$ cat src/rtl/auto_player_pkg.sv
// Shared types and constants for the auto_player_gen AI paddle controller:
// FSM states, approach-mode encodings, LFSR taps and the difficulty mask.
package auto_player_pkg;

    typedef enum logic [1:0] {
        ST_IDLE  = 2'd0,
        ST_REACT = 2'd1,
        ST_TRACK = 2'd2
    } state_e;

    localparam logic [1:0] MODE_XH   = 2'd0;
    localparam logic [1:0] MODE_WALL = 2'd1;
    localparam logic [1:0] MODE_TURN = 2'd2;
    localparam logic [1:0] MODE_OFF  = 2'd3;

    // Feedback taps l[15]^l[13]^l[12]^l[10].
    localparam logic [15:0] LFSR_TAPS = 16'hB400;

    // Easier levels let more LFSR bits through, giving a larger aim error.
    function automatic logic [15:0] level_mask(input logic [1:0] level, input int err_w);
        int nbits;
        case (level)
            2'd0:    nbits = 0;
            2'd1:    nbits = err_w - 2;
            2'd2:    nbits = err_w - 1;
            default: nbits = err_w;
        endcase
        level_mask = 16'((17'd1 << nbits) - 17'd1);
    endfunction

endpackage

$ cat src/rtl/auto_player_gen_lfsr16.sv
// 16-bit Fibonacci LFSR, shifting left, advancing one step when step_i is high.
module lfsr16
    import auto_player_pkg::*;
#(
    parameter logic [15:0] SEED = 16'hACE1
) (
    input  logic        clk,
    input  logic        rst,
    input  logic        step_i,
    output logic [15:0] value_o
);

    logic [15:0] lfsr_q;
    logic [15:0] lfsr_d;

    always_comb begin
        lfsr_d = lfsr_q;
        if (step_i) begin
            lfsr_d = {lfsr_q[14:0], ^(lfsr_q & LFSR_TAPS)};
        end
    end

    // NOTE: sequential state uses non-blocking assignments only, so every
    // register samples the pre-edge value of its neighbours.
    always_ff @(posedge clk or posedge rst) begin
        if (rst) begin
            lfsr_q <= SEED;
        end else begin
            lfsr_q <= lfsr_d;
        end
    end

    assign value_o = lfsr_q;

endmodule

$ cat src/rtl/auto_player_gen.sv
// AI paddle controller: waits for the ball to approach, adds a level-dependent
// aim error and reaction delay, then steers with registered active-low p/m requests.
module auto_player_gen
    import auto_player_pkg::*;
#(
    parameter int          CW            = 10,
    parameter int          ERR_W         = 6,
    parameter logic [15:0] LFSR_SEED     = 16'hACE1,
    parameter int          REACT_STEP    = 4,
    parameter int          DEADBAND      = 2,
    parameter int          CENTER        = 240,
    parameter bit          RETURN_CENTER = 1'b1
) (
    input  logic          clk,
    input  logic          rst,
    input  logic          en,
    input  logic          turn,
    input  logic          hit,
    input  logic          wall,
    input  logic          start_state,
    input  logic          xh,
    input  logic [1:0]    mode,
    input  logic [1:0]    level,
    input  logic [CW-1:0] by,
    input  logic [CW-1:0] py,
    output logic          p,
    output logic          m,
    output logic          busy
);

    localparam int XW = CW + 1;
    localparam int DW = (3 * REACT_STEP + 1 > 2) ? $clog2(3 * REACT_STEP + 1) : 1;
    localparam logic [XW-1:0] DB_X     = XW'(DEADBAND);
    localparam logic [XW-1:0] CENTER_X = XW'(CENTER);
    localparam logic [XW-1:0] TGT_MAX  = {1'b0, {CW{1'b1}}};

    state_e        state_q, state_d;
    logic [DW-1:0] delay_q, delay_d, delay_load;
    logic [ERR_W-1:0] err_mag_q, err_mag_d;
    logic          err_neg_q, err_neg_d;
    logic          wall_lat_q, wall_lat_d;
    logic          p_q, p_d, m_q, m_d;

    logic          approach;
    logic          lfsr_step;
    logic [15:0]   lfsr;
    logic [15:0]   mask_full;
    logic [XW-1:0] by_x, py_x, err_x, sum_x, diff_x, target_x;
    logic [1:0]    track_move, center_move;
    logic          unused_bits;

    // Returns {p, m}: active-low request toward tgt, idle inside the deadband.
    function automatic logic [1:0] steer(input logic [XW-1:0] pos, input logic [XW-1:0] tgt);
        if (pos + DB_X < tgt) begin
            steer = 2'b01;
        end else if (pos > tgt + DB_X) begin
            steer = 2'b10;
        end else begin
            steer = 2'b11;
        end
    endfunction

    assign lfsr_step = en & (hit | ((mode == MODE_TURN) & wall));

    lfsr16 #(.SEED(LFSR_SEED)) u_lfsr (
        .clk     (clk),
        .rst     (rst),
        .step_i  (lfsr_step),
        .value_o (lfsr)
    );

    assign mask_full   = level_mask(level, ERR_W);
    assign delay_load  = DW'(level * REACT_STEP);
    assign unused_bits = ^{lfsr[14:ERR_W], mask_full[15:ERR_W]};

    always_comb begin
        case (mode)
            MODE_XH:   approach = xh;
            MODE_WALL: approach = wall_lat_q;
            MODE_TURN: approach = turn;
            default:   approach = 1'b0;
        endcase
    end

    // Signed aim offset applied at CW+1 bits, clamped to the playfield.
    assign by_x   = {1'b0, by};
    assign py_x   = {1'b0, py};
    assign err_x  = {{(XW - ERR_W){1'b0}}, err_mag_q};
    assign sum_x  = by_x + err_x;
    assign diff_x = by_x - err_x;

    always_comb begin
        if (err_neg_q) begin
            target_x = diff_x[CW] ? '0 : diff_x;
        end else begin
            target_x = sum_x[CW] ? TGT_MAX : sum_x;
        end
    end

    assign track_move  = steer(py_x, target_x);
    assign center_move = steer(py_x, CENTER_X);

    // NOTE: every output of this block gets a default first, so no path
    // leaves a variable unassigned and no latch is inferred.
    always_comb begin
        state_d    = state_q;
        delay_d    = delay_q;
        err_mag_d  = err_mag_q;
        err_neg_d  = err_neg_q;
        wall_lat_d = wall_lat_q;
        p_d        = 1'b1;
        m_d        = 1'b1;

        if (en) begin
            if (wall) begin
                wall_lat_d = 1'b1;
            end else if (start_state) begin
                wall_lat_d = 1'b0;
            end

            if (start_state) begin
                state_d = ST_IDLE;
            end else begin
                case (state_q)
                    ST_IDLE: begin
                        if (RETURN_CENTER) begin
                            {p_d, m_d} = center_move;
                        end
                        if (approach) begin
                            err_mag_d = lfsr[ERR_W-1:0] & mask_full[ERR_W-1:0];
                            err_neg_d = lfsr[15];
                            delay_d   = delay_load;
                            state_d   = (delay_load == '0) ? ST_TRACK : ST_REACT;
                        end
                    end
                    ST_REACT: begin
                        if (!approach) begin
                            state_d = ST_IDLE;
                        end else begin
                            delay_d = delay_q - DW'(1);
                            if (delay_q == DW'(1)) begin
                                state_d = ST_TRACK;
                            end
                        end
                    end
                    ST_TRACK: begin
                        {p_d, m_d} = track_move;
                        if (!approach) begin
                            state_d = ST_IDLE;
                        end
                    end
                    default: state_d = ST_IDLE;
                endcase
            end
        end
    end

    always_ff @(posedge clk or posedge rst) begin
        if (rst) begin
            state_q    <= ST_IDLE;
            delay_q    <= '0;
            err_mag_q  <= '0;
            err_neg_q  <= 1'b0;
            wall_lat_q <= 1'b0;
            p_q        <= 1'b1;
            m_q        <= 1'b1;
        end else begin
            state_q    <= state_d;
            delay_q    <= delay_d;
            err_mag_q  <= err_mag_d;
            err_neg_q  <= err_neg_d;
            wall_lat_q <= wall_lat_d;
            p_q        <= p_d;
            m_q        <= m_d;
        end
    end

    assign p    = p_q;
    assign m    = m_q;
    assign busy = (state_q == ST_REACT) || (state_q == ST_TRACK);

endmodule

$ cat config.mk
export PLATFORM = sky130hd
export DESIGN_NAME = auto_player_gen
export DESIGN_NICKNAME = d
export VERILOG_FILES = /design/src/rtl/auto_player_pkg.sv /design/src/rtl/auto_player_gen_lfsr16.sv /design/src/rtl/auto_player_gen.sv
export SDC_FILE = /design/constraint.sdc
export NUM_CORES = 1
export LEC_CHECK = 0
export BUFFER_PORTS_ARGS = -buffer_cell sky130_fd_sc_hd__buf_2
export CORE_MARGIN = 2
export CORE_UTILIZATION = 45
export CTS_BUF_LIST = sky130_fd_sc_hd__clkbuf_16
export DETAILED_ROUTE_END_ITERATION = 12
export SLEW_MARGIN = 15
export SYNTH_ARGS = -nofsm -noshare
export SYNTH_HDL_FRONTEND = slang
export SYNTH_SLANG_ARGS = --single-unit
$ cat constraint.sdc
create_clock -name clk -period 9.8 [get_ports clk]
set_input_delay 2.94 -clock clk [delete_from_list [all_inputs] [get_ports clk]]
set_output_delay 2.94 -clock clk [all_outputs]
set_load 0.03 [all_outputs]
==> summary by stage, run 1 <==
Pwr
The internal portion of the total power is 0.0004363 W. Summed over all nets, the switching power comes to 0.0002731 W. The proportion of power drawn by the clock network is 24.0%. The combinational share of power is 47.7%. The leakage power of the design is 1.654 nW. Power spread over the standard cell area amounts to 188.4 mW/mm^2. Sequential cells burn 28.4% of the power. IR analysis of the VDD net gives a maximum drop of 0.1510 mV. The switching share of power is 38.49%.

Die
During I/O placement, the number of pins put on the boundary was 35. In this run the standard cell core region covers 0.007292 mm^2. The count of standard-cell rows is 31. The starting density of the core is 46.76%.

Measured along the x axis, the die boundary spans 91.05 um. The die footprint is 0.008289 mm^2. The floorplan step set the die height to 91.05 um.

CTS
After clock tree synthesis, the setup repair step added 0 buffers. The deepest level of the CTS H-tree is 2. The clock drives 32 sinks.

The root buffer cell is clkbuf_16. The clock buffer count from CTS is 5. The worst-skew pair later-pin latency is 0.27 ns.

In this run, post-CTS repair resized a total of 0 instances. Counting along the longest clock path gives a buffer depth of 2. TritonCTS built the clock tree.

The number of buffers inserted for hold repair after clock tree synthesis is 0. After clock tree synthesis, the clock-pin slew on the worst setup and hold paths is 0.05 ns.

Min path
The worst hold path was traced through 2 stages. The min-delay analysis places its worst path in the category reg2reg.

STA
The hold violation count in the final report was 0. Setup violations remaining at the end of the flow were counted as 0. The maximum operating frequency is 153.3 MHz.

The final period utilization is 66.58%. The count of pins over their slew limit is 0. The worst slew margin relative to its limit is 46.34%. Setup repair after global routing left no endpoint under its margin. The final setup skew is 0.003107 ns. The setup total negative slack is 0 ns.

The transition at the pin with the smallest max-transition slack is 0.8049 ns. The post-layout minimum cycle time is 6.525 ns.

Synthesis
Summing the sequential cell areas from Yosys gives 23.85% of the chip area. The post-synth net total is 454. After synthesis the netlist holds a flip-flop and latch count of 32.

In the synthesized netlist the async set-or-reset flop fraction comes to 100.0%. In the synthesized netlist, the cells that appear most often are 38 x ha_1, 28 x o21ai_0, 27 x nand2_1. The count of cell types in the netlist is 74. The average instance in the mapped netlist occupies 8.925 um^2.

The dominant cell by count in the synthesized netlist is ha_1. During synthesis, Yosys emitted a total of 0 warnings. The count of flip-flops with a built-in enable after synthesis is 0. Synthesis handed over a netlist of 382 instances.

Ranked by total cell area, the synthesized netlist is headed by dfrtp_1 16%, ha_1 14%, dfstp_2 7.7%, mux2_2 6.3%, o21ai_0 4.1%. In this run the biggest area consumer among cell types represents 16.15% of the synthesized area. The largest total area in the synthesized netlist belongs to dfrtp_1. The most used flip-flop cell after synthesis is dfrtp_1. After synthesis the cells add up to 0.003410 mm^2.

Cells and area
The area added between synthesis and finish is 10.46%. The post-route cell area is 0.003766 mm^2. The post-route netlist has 22.76% of its cells at a drive strength greater than 1. The final layout contains 484 nets. The number of antenna diodes in the final layout is 0.

Routing
In the routed design, unresolved DRC markers number 0. The per-cell via count in the routed design is 5.598. The wire length per cell is 14.89 um. The count of routing violations after the opening detailed-route iteration is 111. For this run, the detailed router's first-pass iteration total came to 4. The post-detailed-route count of antenna-violating nets is 0.

The routed layout has 2866 vias. The detailed-route wire length is 7626 um.

Placement
Routability-driven placement finished with a final weighted congestion of 0.8669. In this run the cell area measured after placement is 0.003602 mm^2. Buffers placed on the I/O ports in this run total 34. Detailed placement finished with a half-perimeter wire length of 6060 um.

GRT
The global-route wire length before repair is 13210 um. The final global-route overflow total is 0. The number of global-route vias before repair is 2825. The number of antenna violations at the first check in global routing is 0. Global routing used 19.31% of the available tracks. Entering global routing, the biggest net connects 33 pins.

Critical path
At the worst endpoint, the required time is 9.99 ns. The class of the most critical setup path is in2reg. Measured in cells, the most critical reg-to-reg path has a length of 19. The worst setup path is launched from an input port. STA puts the critical path data arrival time at 6.72 ns.

The worst setup path is captured at a flip-flop. Along the worst path, the maximum fanout reaches 7.

Job
The tool flagged a number of max-cap violations equal to 0.

Run status
The run finished with clean final reports.
==> worst max-delay path: stages <==
cell      delay [ns]
buf_2           0.11
inv_1           0.05
ha_1            0.15
inv_1           0.05
fa_1            0.44
a21oi_2         0.29
o22ai_4         0.16
nor3_2          0.45
a21oi_1         0.08
mux2i_1         0.41
nor2_2          0.12
nand2_1         0.11
xnor2_1         0.13
ha_1            0.27
a21o_1          0.19
a21o_1          0.17
a21oi_1         0.17
o41ai_1         0.09
o31ai_1         0.10
a21oi_1         0.11
o211ai_1        0.09
==> power by group through the flow <==
stage                     registers [W]  logic, W  clock network, W
after CTS                      0.000201  0.000339          0.000176
after global placement         0.000202  0.000330                 0
after floorplan                0.000195  0.000270                 0
final                          0.000201  0.000338          0.000170
after global routing           0.000207  0.000385          0.000181
after detailed placement       0.000203  0.000336                 0
==> path summary, 6_finish.rpt <==
check | from | slack, ns | end
max in group asynchronous | rst | 6.74 | p
min reg2reg | u_lfsr.value_o[0] | 0.49 | u_lfsr.value_o[0]
min | u_lfsr.value_o[0] | 0.49 | u_lfsr.value_o[0]
max | by[0] | 3.28 | m
max reg2reg | err_mag_q[0] | 5.72 | m
min in group asynchronous | rst | 2.74 | u_lfsr.value_o[8]
==> sequential cells by signal, indices dropped and copies added (netlist names) <==
register and flops:
delay_q 4, wall_lat_q 1, state_q 2, err_neg_q 1, u_lfsr.value_o 16, p 1
err_mag_q 6, m 1
==> per-stage QoR <==
step	std cells	utilization (%)	hold slack, ns	setup WS (ns)	total power (W)
after global routing	512	51.65	0.5274	2.874	0.0007729
after detailed placement	504	49.40	0.4923	3.027	0.0005388
final	512	51.65	0.4943	3.275	0.0007094
after floorplan	382	-	0.4611	3.712	0.0004651
after global placement	504	49.40	0.4861	3.111	0.0005321
after CTS	512	51.65	0.5005	3.289	0.0007157
==> per-layer routing <==
metal  track usage (%)  wire length [um]  share of wire (%)
met1             25.83              3608                 47
met2             32.28              3696                 48
met3             1.743               222                2.9
met4             7.449                98                1.3
met5                 0                 0                  0
==> kinds of logic after synthesis <==
| family | Yosys count | share of synthesized area, % |
|---|---|---|
| multiplexers | 23 | 7.450 |
| AO/OA/AOI/OAI | 100 | 21.87 |
| buffers and inverters | 39 | 6.275 |
| XOR/XNOR | 20 | 5.138 |
| adder cells (fa/ha/maj) | 40 | 15.12 |
| AND/OR/NAND/NOR | 128 | 20.29 |
| flip-flops | 32 | 23.85 |
==> final cells by class <==
class,instances,area [um^2]
Clock inverter,3,38.79
Sequential cell,32,813.3
Tap cell,99,123.9
Timing Repair Buffer,36,185.2
Fill cell,732,3526
Clock buffer,5,125.1
Multi-Input combinational cell,311,2382
Inverter,26,97.59
==> placed cells by master (no fill, tap or decap), types with 3 or more instances in the layout <==
| cell | netlist | layout |
|---|---|---|
| buf_2 | 0 | 34 |
| nand3_1 | 24 | 24 |
| nor2_1 | 25 | 25 |
| inv_1 | 24 | 25 |
| nand2b_1 | 7 | 7 |
| ha_1 | 38 | 38 |
| or3_1 | 4 | 4 |
| a211oi_1 | 4 | 4 |
| xnor2_1 | 13 | 13 |
| nand4_1 | 7 | 7 |
| a21oi_1 | 10 | 10 |
| o31ai_1 | 4 | 4 |
| clkbuf_16 | 0 | 5 |
| and3b_1 | 4 | 4 |
| dfstp_2 | 10 | 10 |
| nand2_1 | 27 | 27 |
| dfrtp_1 | 22 | 22 |
| nor2b_1 | 6 | 6 |
| mux2i_1 | 4 | 4 |
| nor3_2 | 3 | 3 |
| a21o_1 | 4 | 4 |
| o22ai_1 | 3 | 3 |
| o21ai_1 | 6 | 6 |
| nor3_1 | 5 | 5 |
| o21ai_0 | 28 | 28 |
| mux2_2 | 19 | 19 |
| a22oi_1 | 6 | 6 |
| xor2_1 | 7 | 7 |
Note: power is estimated with default switching activity, not from simulation.
==> inputs of run 2 (changes only) <==
==> constraint.sdc (replaced) <==
create_clock -name clk -period 6.01 [get_ports clk]
set_input_delay 1.803 -clock clk [delete_from_list [all_inputs] [get_ports clk]]
set_output_delay 1.803 -clock clk [all_outputs]
set_load 0.03 [all_outputs]
==> run 2 against run 1 <==
Effect of this change: clock power grew 64%; clock skew grew 0.0022 ns; die area is the same; cell count grew 0.20%; largest cell class unchanged.
==> summary by stage, run 2 (same netlist as run 1, synthesis figures left out) <==
STA
Static timing analysis puts the maximum clock frequency at 187.7 MHz. The final setup skew is 0.005321 ns (was 0.003107 ns). The transition at the pin with the smallest max-transition slack is 0.8448 ns (was 0.8049 ns).

The final number of setup-violating endpoints was 0 (unchanged). The worst slew margin relative to its limit is 43.68% (was 46.34%). RSZ-0062 raised after global routing: no (unchanged).

The hold violation count in the final report came to 0 (unchanged). The final setup slack of the worst path is 0.6826 ns (was 3.275 ns). The worst hold slack across all endpoints is 0.5015 ns (was 0.4943 ns). The post-layout minimum cycle time is 5.327 ns. The setup total negative slack was 0 ns (unchanged). The count of pins over their slew limit came to 0 (unchanged). Dividing the final minimum period by the clock period gives 88.64%.

Min path
The worst hold path endpoint was u_lfsr.value_o[10] (was u_lfsr.value_o[0]). The class of the worst hold path is reg2reg (unchanged). The worst hold path depth was 1 (was 2). The critical hold path startpoint is u_lfsr.value_o[9] (was u_lfsr.value_o[0]).

Critical path
The register-to-register setup slack is 2.00 ns (was 5.72 ns). The endpoint arrival time on the critical path was 5.52 ns (was 6.72 ns). The capturing point of the worst reg2reg path is m (unchanged). The launching point of the worst reg2reg path is err_mag_q[0] (unchanged).

The sort of element at the end of the critical path is a flip-flop (unchanged). The count of cells along the worst register-to-register path is 17 (was 19). The required time at the endpoint of the critical path was 6.20 ns (was 9.99 ns). The type of element launching the critical path is an input port (unchanged). The class of the most critical setup path was in2reg (unchanged). The launching element of the worst setup path was by[0] (unchanged).

The top fanout value on the critical path came to 7 (unchanged).

Pwr
The internal power summed over all cells was 0.0007111 W (was 0.0004363 W). The power per cell area came to 306.4 mW/mm^2 (was 188.4 mW/mm^2). The combinational share of power is 47.4% (was 47.7%). The sequential cell fraction of total power is 28.4% (about the same).

The proportion of power drawn by the clock network is 24.2% (was 24.0%). The worst voltage drop across the vdd grid came to 0.2227 mV (was 0.1510 mV). The switching share of power is 38.51% (was 38.49%). The leakage power of the design is 1.659 nW (was 1.654 nW). The total net switching power is 0.0004453 W (was 0.0002731 W).

Placement
The HPWL after detailed placement is 5879 um (was 6060 um). The final RePlAce weighted congestion is 0.8413 (was 0.8669). The post-placement setup slack is 0.4103 ns (was 3.027 ns). The number of I/O port buffers is 34 (unchanged).

Cells and area
The area added between synthesis and finish came to 10.68% (was 10.46%). The number of flip-flops under the largest register name is 16 (unchanged). The fill cell total of the finished layout is 736 (was 732).

The fraction of the core area covered by cells at the end of the flow is 51.75% (was 51.65%). The number of diodes was 0 (unchanged). The count of nets after finishing is 485 (was 484). The fraction of layout instances using a drive strength above 1 is 22.95% (was 22.76%).

Most frequent cells in the layout: 38 x ha_1, 34 x buf_2, 28 x o21ai_0 (unchanged). The most common cell after layout, fill and taps aside is ha_1 (unchanged).

GRT
The number of global-route vias before repair came to 2736 (was 2825). The met2 global-route usage is 30.99% (was 32.28%). The final global-route overflow total came to 0 (unchanged). The number of antenna violations at the first check in global routing is 0 (unchanged). The global-route wire length before repair is 13030 um (was 13210 um). The global-route track usage on met1 is 26.31% (was 25.83%). The met3 track demand over resource was 1.577% (was 1.743%). The maximum number of pins on one net before global-route repair is 33 (unchanged).

The busiest metal layer after global routing is met2 (unchanged). The global routing usage summed across all routing layers is 18.77% (was 19.31%).

Routing
The per-cell via count in the routed design is 5.624 (was 5.598). The count of routing violations after the opening detailed-route iteration was 103 (was 111). The post-detailed-route count of antenna-violating nets is 0 (unchanged). The detailed-route wire length is 7500 um (was 7626 um). The number of DRC violations after detailed routing is 0 (unchanged). The wire length per cell is 14.62 um (was 14.89 um).

The total via count in the routed design is 2885 (was 2866). The length of the first detailed-routing pass in iterations is 4 (unchanged).

CTS
The post-CTS repair timing setup buffer count came to 0 (unchanged). The number of buffers inserted for hold repair after clock tree synthesis came to 0 (unchanged). The buffer levels on the longest clock path is 2 (unchanged).

The TritonCTS clock tree is yes (unchanged). The number of sinks handled by clock tree synthesis is 32 (unchanged). The clock buffer count from CTS is 5 (unchanged).

The post-cts gate resize count is 0 (unchanged). The worst-skew pair later-pin latency is 0.27 ns (about the same). The clock slew at the register clock pins of the worst setup and hold paths is 0.05 ns (about the same). The root buffer cell is clkbuf_16 (unchanged).

The deepest level of the CTS H-tree came to 2 (unchanged).

Die
The core footprint came to 0.007292 mm^2 (unchanged). The starting density of the core is 46.76% (unchanged). The top-level port count is 35 (unchanged). The count of standard-cell rows is 31 (unchanged).

The die footprint was 0.008289 mm^2 (unchanged). The horizontal extent of the die is 91.05 um (unchanged). The y dimension of the die came to 91.05 um (unchanged).

Run status
Outcome: complete, no violations (unchanged).

Job
The number of maximum-capacitance violations is 0 (unchanged).
[run 2: changes by cell type in the layout (fill, tap and decap cells not counted), sizes merged]
cell  before  now
buf       36   37
[run 2: critical path, cell delays in order]
cell      delay, ns
buf_2          0.11
inv_1          0.05
ha_1           0.15
inv_1          0.05
fa_1           0.44
a21oi_2        0.27
o22ai_4        0.15
nor3_2         0.43
a21oi_1        0.08
mux2i_1        0.41
nor2_2         0.12
nand3b_1       0.12
xnor2_1        0.09
ha_1           0.31
nand4_1        0.13
o41ai_1        0.40
o31ai_1        0.13
a21oi_1        0.16
o211ai_1       0.09
[run 2: stage by stage]
stage	total power (W)	instance area (um^2)	cells
5_1_grt	0.001258	3774	513
3_5_place_dp	0.0008771	3610	505
4_1_cts	0.001167	3774	513
6_report	0.001156	3774	513
3_3_place_gp	0.0008672	3610	505
2_1_floorplan	0.0007584	3410	382
[run 2: cell type report]
cell class | count | area, um^2 | area share [%]
Timing Repair Buffer | 37 | 192.7 | 5.106
Tap cell | 99 | 123.9 | 3.282
Clock inverter | 3 | 38.79 | 1.028
Sequential cell | 32 | 813.3 | 21.55
Clock buffer | 5 | 125.1 | 3.316
Multi-Input combinational cell | 311 | 2382 | 63.13
Inverter | 26 | 97.59 | 2.586
[run 2: worst max path at each step]
stage / end / slack [ns] / cells past startpoint
floorplan: m / 1.06 / 18
global placement: m / 0.47 / 19
detailed placement: m / 0.41 / 19
CTS: m / 0.70 / 19
global route: m / 0.34 / 19
finish: m / 0.68 / 19
[run 2: power groups by stage]
stage | Combinational [W] | Sequential, W | Clock (W)
floorplan | 0.000441 | 0.000318 | 0
global placement | 0.000538 | 0.000329 | 0
detailed placement | 0.000546 | 0.000331 | 0
CTS | 0.000551 | 0.000329 | 0.000287
global route | 0.000625 | 0.000338 | 0.000295
finish | 0.000549 | 0.000328 | 0.000279
[run 2: metal layers]
layer | share of wire (%) | vias up
li1 | - | 1460
met2 | 48 | 43
met5 | 0 | -
met1 | 49 | 1372
met3 | 2.4 | 10
met4 | 1.3 | 0
==> inputs of run 3 (changes only) <==
--- a/config.mk
+++ b/config.mk
@@ -6,10 +6,13 @@
 export NUM_CORES = 1
 export LEC_CHECK = 0
 export BUFFER_PORTS_ARGS = -buffer_cell sky130_fd_sc_hd__buf_2
+export CELL_PAD_IN_SITES_DETAIL_PLACEMENT = 0
+export CELL_PAD_IN_SITES_GLOBAL_PLACEMENT = 1
 export CORE_MARGIN = 2
 export CORE_UTILIZATION = 45
 export CTS_BUF_LIST = sky130_fd_sc_hd__clkbuf_16
 export DETAILED_ROUTE_END_ITERATION = 12
+export PLACE_DENSITY_LB_ADDON = 0.1
 export SLEW_MARGIN = 15
 export SYNTH_ARGS = -nofsm -noshare
 export SYNTH_HDL_FRONTEND = slang
==> constraint.sdc (replaced) <==
create_clock -name clk -period 6.01 [get_ports clk]
set_input_delay 0.3005 -clock clk [delete_from_list [all_inputs] [get_ports clk]]
set_output_delay 0.3005 -clock clk [all_outputs]
set_load 0.05 [all_outputs]
==> run 3 against run 2 <==
Effect of this change: first-iteration DRC count up 32%; clock-buffer cell count unchanged; maximum frequency up 30%; total power down 3.9%; utilization down 0.34 points; sequential power down 1%; sequential share of layout area up 0.14 points; cell area down 0.66%; die area unchanged; critical path depth down 2.
==> summary by stage, run 3 (same netlist as run 1, synthesis figures left out) <==
Die
The die footprint was 0.008289 mm^2 (unchanged). The top-level port count is 35 (unchanged). The horizontal extent of the die is 91.05 um (unchanged). The y dimension of the die is 91.05 um (unchanged). The core footprint is 0.007292 mm^2 (unchanged). The starting density of the core is 46.76% (unchanged).

The count of standard-cell rows is 31 (unchanged).

Cells and area
The area added between synthesis and finish is 9.945% (was 10.68%). Most frequent cells in the layout: 38 x ha_1, 34 x buf_2, 28 x o21ai_0 (unchanged). The area taken by multi-input logic gates is 0.002382 mm^2 (unchanged). The most common cell after layout, fill and taps aside was ha_1 (unchanged). The number of cells in the finished layout apart from fillers is 513 (unchanged).

The number of diodes is 0 (unchanged). The count of nets after finishing is 485 (unchanged). The combined flip-flop and latch cell area is 813.3 um^2 (unchanged). The post-route cell area is 0.003749 mm^2 (was 0.003774 mm^2). The fraction of layout instances using a drive strength above 1 is 22.95% (unchanged).

The fraction of the core area covered by cells at the end of the flow was 51.41% (was 51.75%). The number of flip-flops under the largest register name is 16 (unchanged). The fill cell total of the finished layout is 755 (was 736).

Placement
The placed instance area is 0.003610 mm^2 (unchanged). The HPWL after detailed placement is 6010 um (was 5879 um). The number of I/O port buffers is 34 (unchanged).

The final RePlAce weighted congestion is 0.9481 (was 0.8413). The number of placed cells counting well taps was 505 (unchanged).

Job
The number of maximum-capacitance violations was 0 (unchanged).

Run status
Outcome: complete, no violations (unchanged).

CTS
The root buffer cell was clkbuf_16 (unchanged). The post-CTS repair timing setup buffer count is 0 (unchanged). The deepest level of the CTS H-tree was 2 (unchanged). The number of sinks handled by clock tree synthesis is 32 (unchanged). The worst-skew pair later-pin latency came to 0.27 ns (about the same). The TritonCTS clock tree is yes (unchanged).

The post-cts gate resize count was 0 (unchanged). The clock slew at the register clock pins of the worst setup and hold paths was 0.05 ns (about the same). The clock buffer count from CTS is 5 (unchanged). The number of buffers inserted for hold repair after clock tree synthesis is 0 (unchanged). The buffer levels on the longest clock path is 2 (unchanged).

Pwr
The worst voltage drop across the vdd grid came to 0.2508 mV (was 0.2227 mV). The total net switching power was 0.0004427 W (was 0.0004453 W). The internal power summed over all cells is 0.0006685 W (was 0.0007111 W).

The switching share of power is 39.84% (was 38.51%). The sequential cell fraction of total power is 29.2% (was 28.4%). The power per cell area came to 296.4 mW/mm^2 (was 306.4 mW/mm^2). The proportion of power drawn by the clock network is 20.7% (was 24.2%). The combinational share of power came to 50.1% (was 47.4%). The leakage power of the design is 1.645 nW (was 1.659 nW).

Critical path
The required time at the endpoint of the critical path is 6.19 ns (was 6.20 ns). The type of element launching the critical path was a flip-flop (was input port). The top fanout value on the critical path came to 7 (unchanged).

The sort of element at the end of the critical path was a flip-flop (unchanged). The class of the most critical setup path was reg2reg (was in2reg). The launching element of the worst setup path is err_mag_q[0] (was by[0]). The endpoint arrival time on the critical path is 4.29 ns (was 5.52 ns). The count of cells along the worst register-to-register path is 17 (unchanged). The register-to-register setup slack is 1.90 ns (was 2.00 ns). The capturing point of the worst reg2reg path was m (unchanged). The launching point of the worst reg2reg path was err_mag_q[0] (unchanged).

STA
The transition at the pin with the smallest max-transition slack is 0.6356 ns (was 0.8448 ns). The setup total negative slack was 0 ns (unchanged). The post-layout minimum cycle time came to 4.105 ns (was 5.327 ns). The maximum operating frequency is 243.6 MHz (was 187.7 MHz).

The final setup skew came to 0.005762 ns (was 0.005321 ns). The count of pins over their slew limit is 0 (unchanged). The final number of setup-violating endpoints is 0 (unchanged). The worst slew margin relative to its limit was 57.51% (was 43.68%). RSZ-0062 raised after global routing: no (unchanged). The hold violation count in the final report was 0 (unchanged).

The final period utilization is 68.30% (was 88.64%).

GRT
The number of antenna violations at the first check in global routing came to 0 (unchanged). The global routing usage summed across all routing layers is 19.06% (was 18.77%). The final global-route overflow total came to 0 (unchanged). The maximum number of pins on one net before global-route repair is 33 (unchanged). The global-route wire length before repair is 13090 um (was 13030 um). The number of global-route vias before repair is 2706 (was 2736).

Routing
The detailed-route wire length is 7570 um (was 7500 um). The wire length per cell was 14.76 um (was 14.62 um). The count of routing violations after the opening detailed-route iteration came to 136 (was 103). The post-detailed-route count of antenna-violating nets is 0 (unchanged). The number of DRC violations after detailed routing came to 0 (unchanged). The per-cell via count in the routed design is 5.519 (was 5.624). The total via count in the routed design is 2831 (was 2885). The length of the first detailed-routing pass in iterations is 4 (unchanged).

Min path
The class of the worst hold path is in2async (was reg2reg).
run 3: cell count changes in the layout (fill, tap and decap cells not counted):
cell	delta
bufinv_16	-1
clkinv_1	+1
inv_1	-1
clkinv_2	+1
run 3: critical path, stage by stage, from the launching register on:
cell and delay [ns]:
dfrtp_1 0.36, ha_1 0.16, inv_1 0.05, fa_1 0.44, a21oi_2 0.28, o22ai_4 0.16, nor3_2 0.47, a21oi_1 0.08
mux2i_1 0.44, nor2_2 0.12, nand3b_1 0.13, xnor2_1 0.09, ha_1 0.31, nand4_1 0.13, o41ai_1 0.38, o31ai_1 0.14
a21oi_1 0.17, o211ai_1 0.11
run 3: layer usage:
metal / global-route usage, % / vias to the layer above / wire (um)
li1: - / 1458 / -
met1: 26.01 / 1328 / 3680
met2: 32.41 / 39 / 3656
met3: 1.909 / 6 / 162
met4: 4.672 / 0 / 72
met5: 0 / - / 0
run 3: power groups by stage:
stage	combinational [W]	clock (W)	sequential, W
2_1_floorplan	0.000448	0	0.000321
3_3_place_gp	0.000558	0	0.000326
3_5_place_dp	0.000558	0	0.000328
4_1_cts	0.000562	0.000237	0.000325
5_1_grt	0.000639	0.000244	0.000334
6_report	0.000557	0.000230	0.000324
run 3: area by class of cell:
cell class	count	share of cell area [%]
Tap cell	99	3.304
Multi-Input combinational cell	311	63.55
Sequential cell	32	21.70
Timing Repair Buffer	37	5.140
Clock buffer	5	3.338
Inverter	26	2.603
Clock inverter	3	0.3672
run 3: how the worst max path moves through the flow:
stage	depth (start not counted)	end	slack, ns
2_1_floorplan	18	m	2.50
3_3_place_gp	19	m	1.90
3_5_place_dp	19	m	1.79
4_1_cts	17	m	1.88
5_1_grt	17	m	1.47
6_report	17	m	1.90
run 3: through the flow:
step	hold slack (ns)	setup WS (ns)	power, W
6_report	0.1014	1.905	0.001111
4_1_cts	0.1110	1.877	0.001124
3_3_place_gp	0.4029	1.900	0.0008841
2_1_floorplan	0.4093	2.503	0.0007685
5_1_grt	0.1424	1.469	0.001217
3_5_place_dp	0.4023	1.790	0.0008864
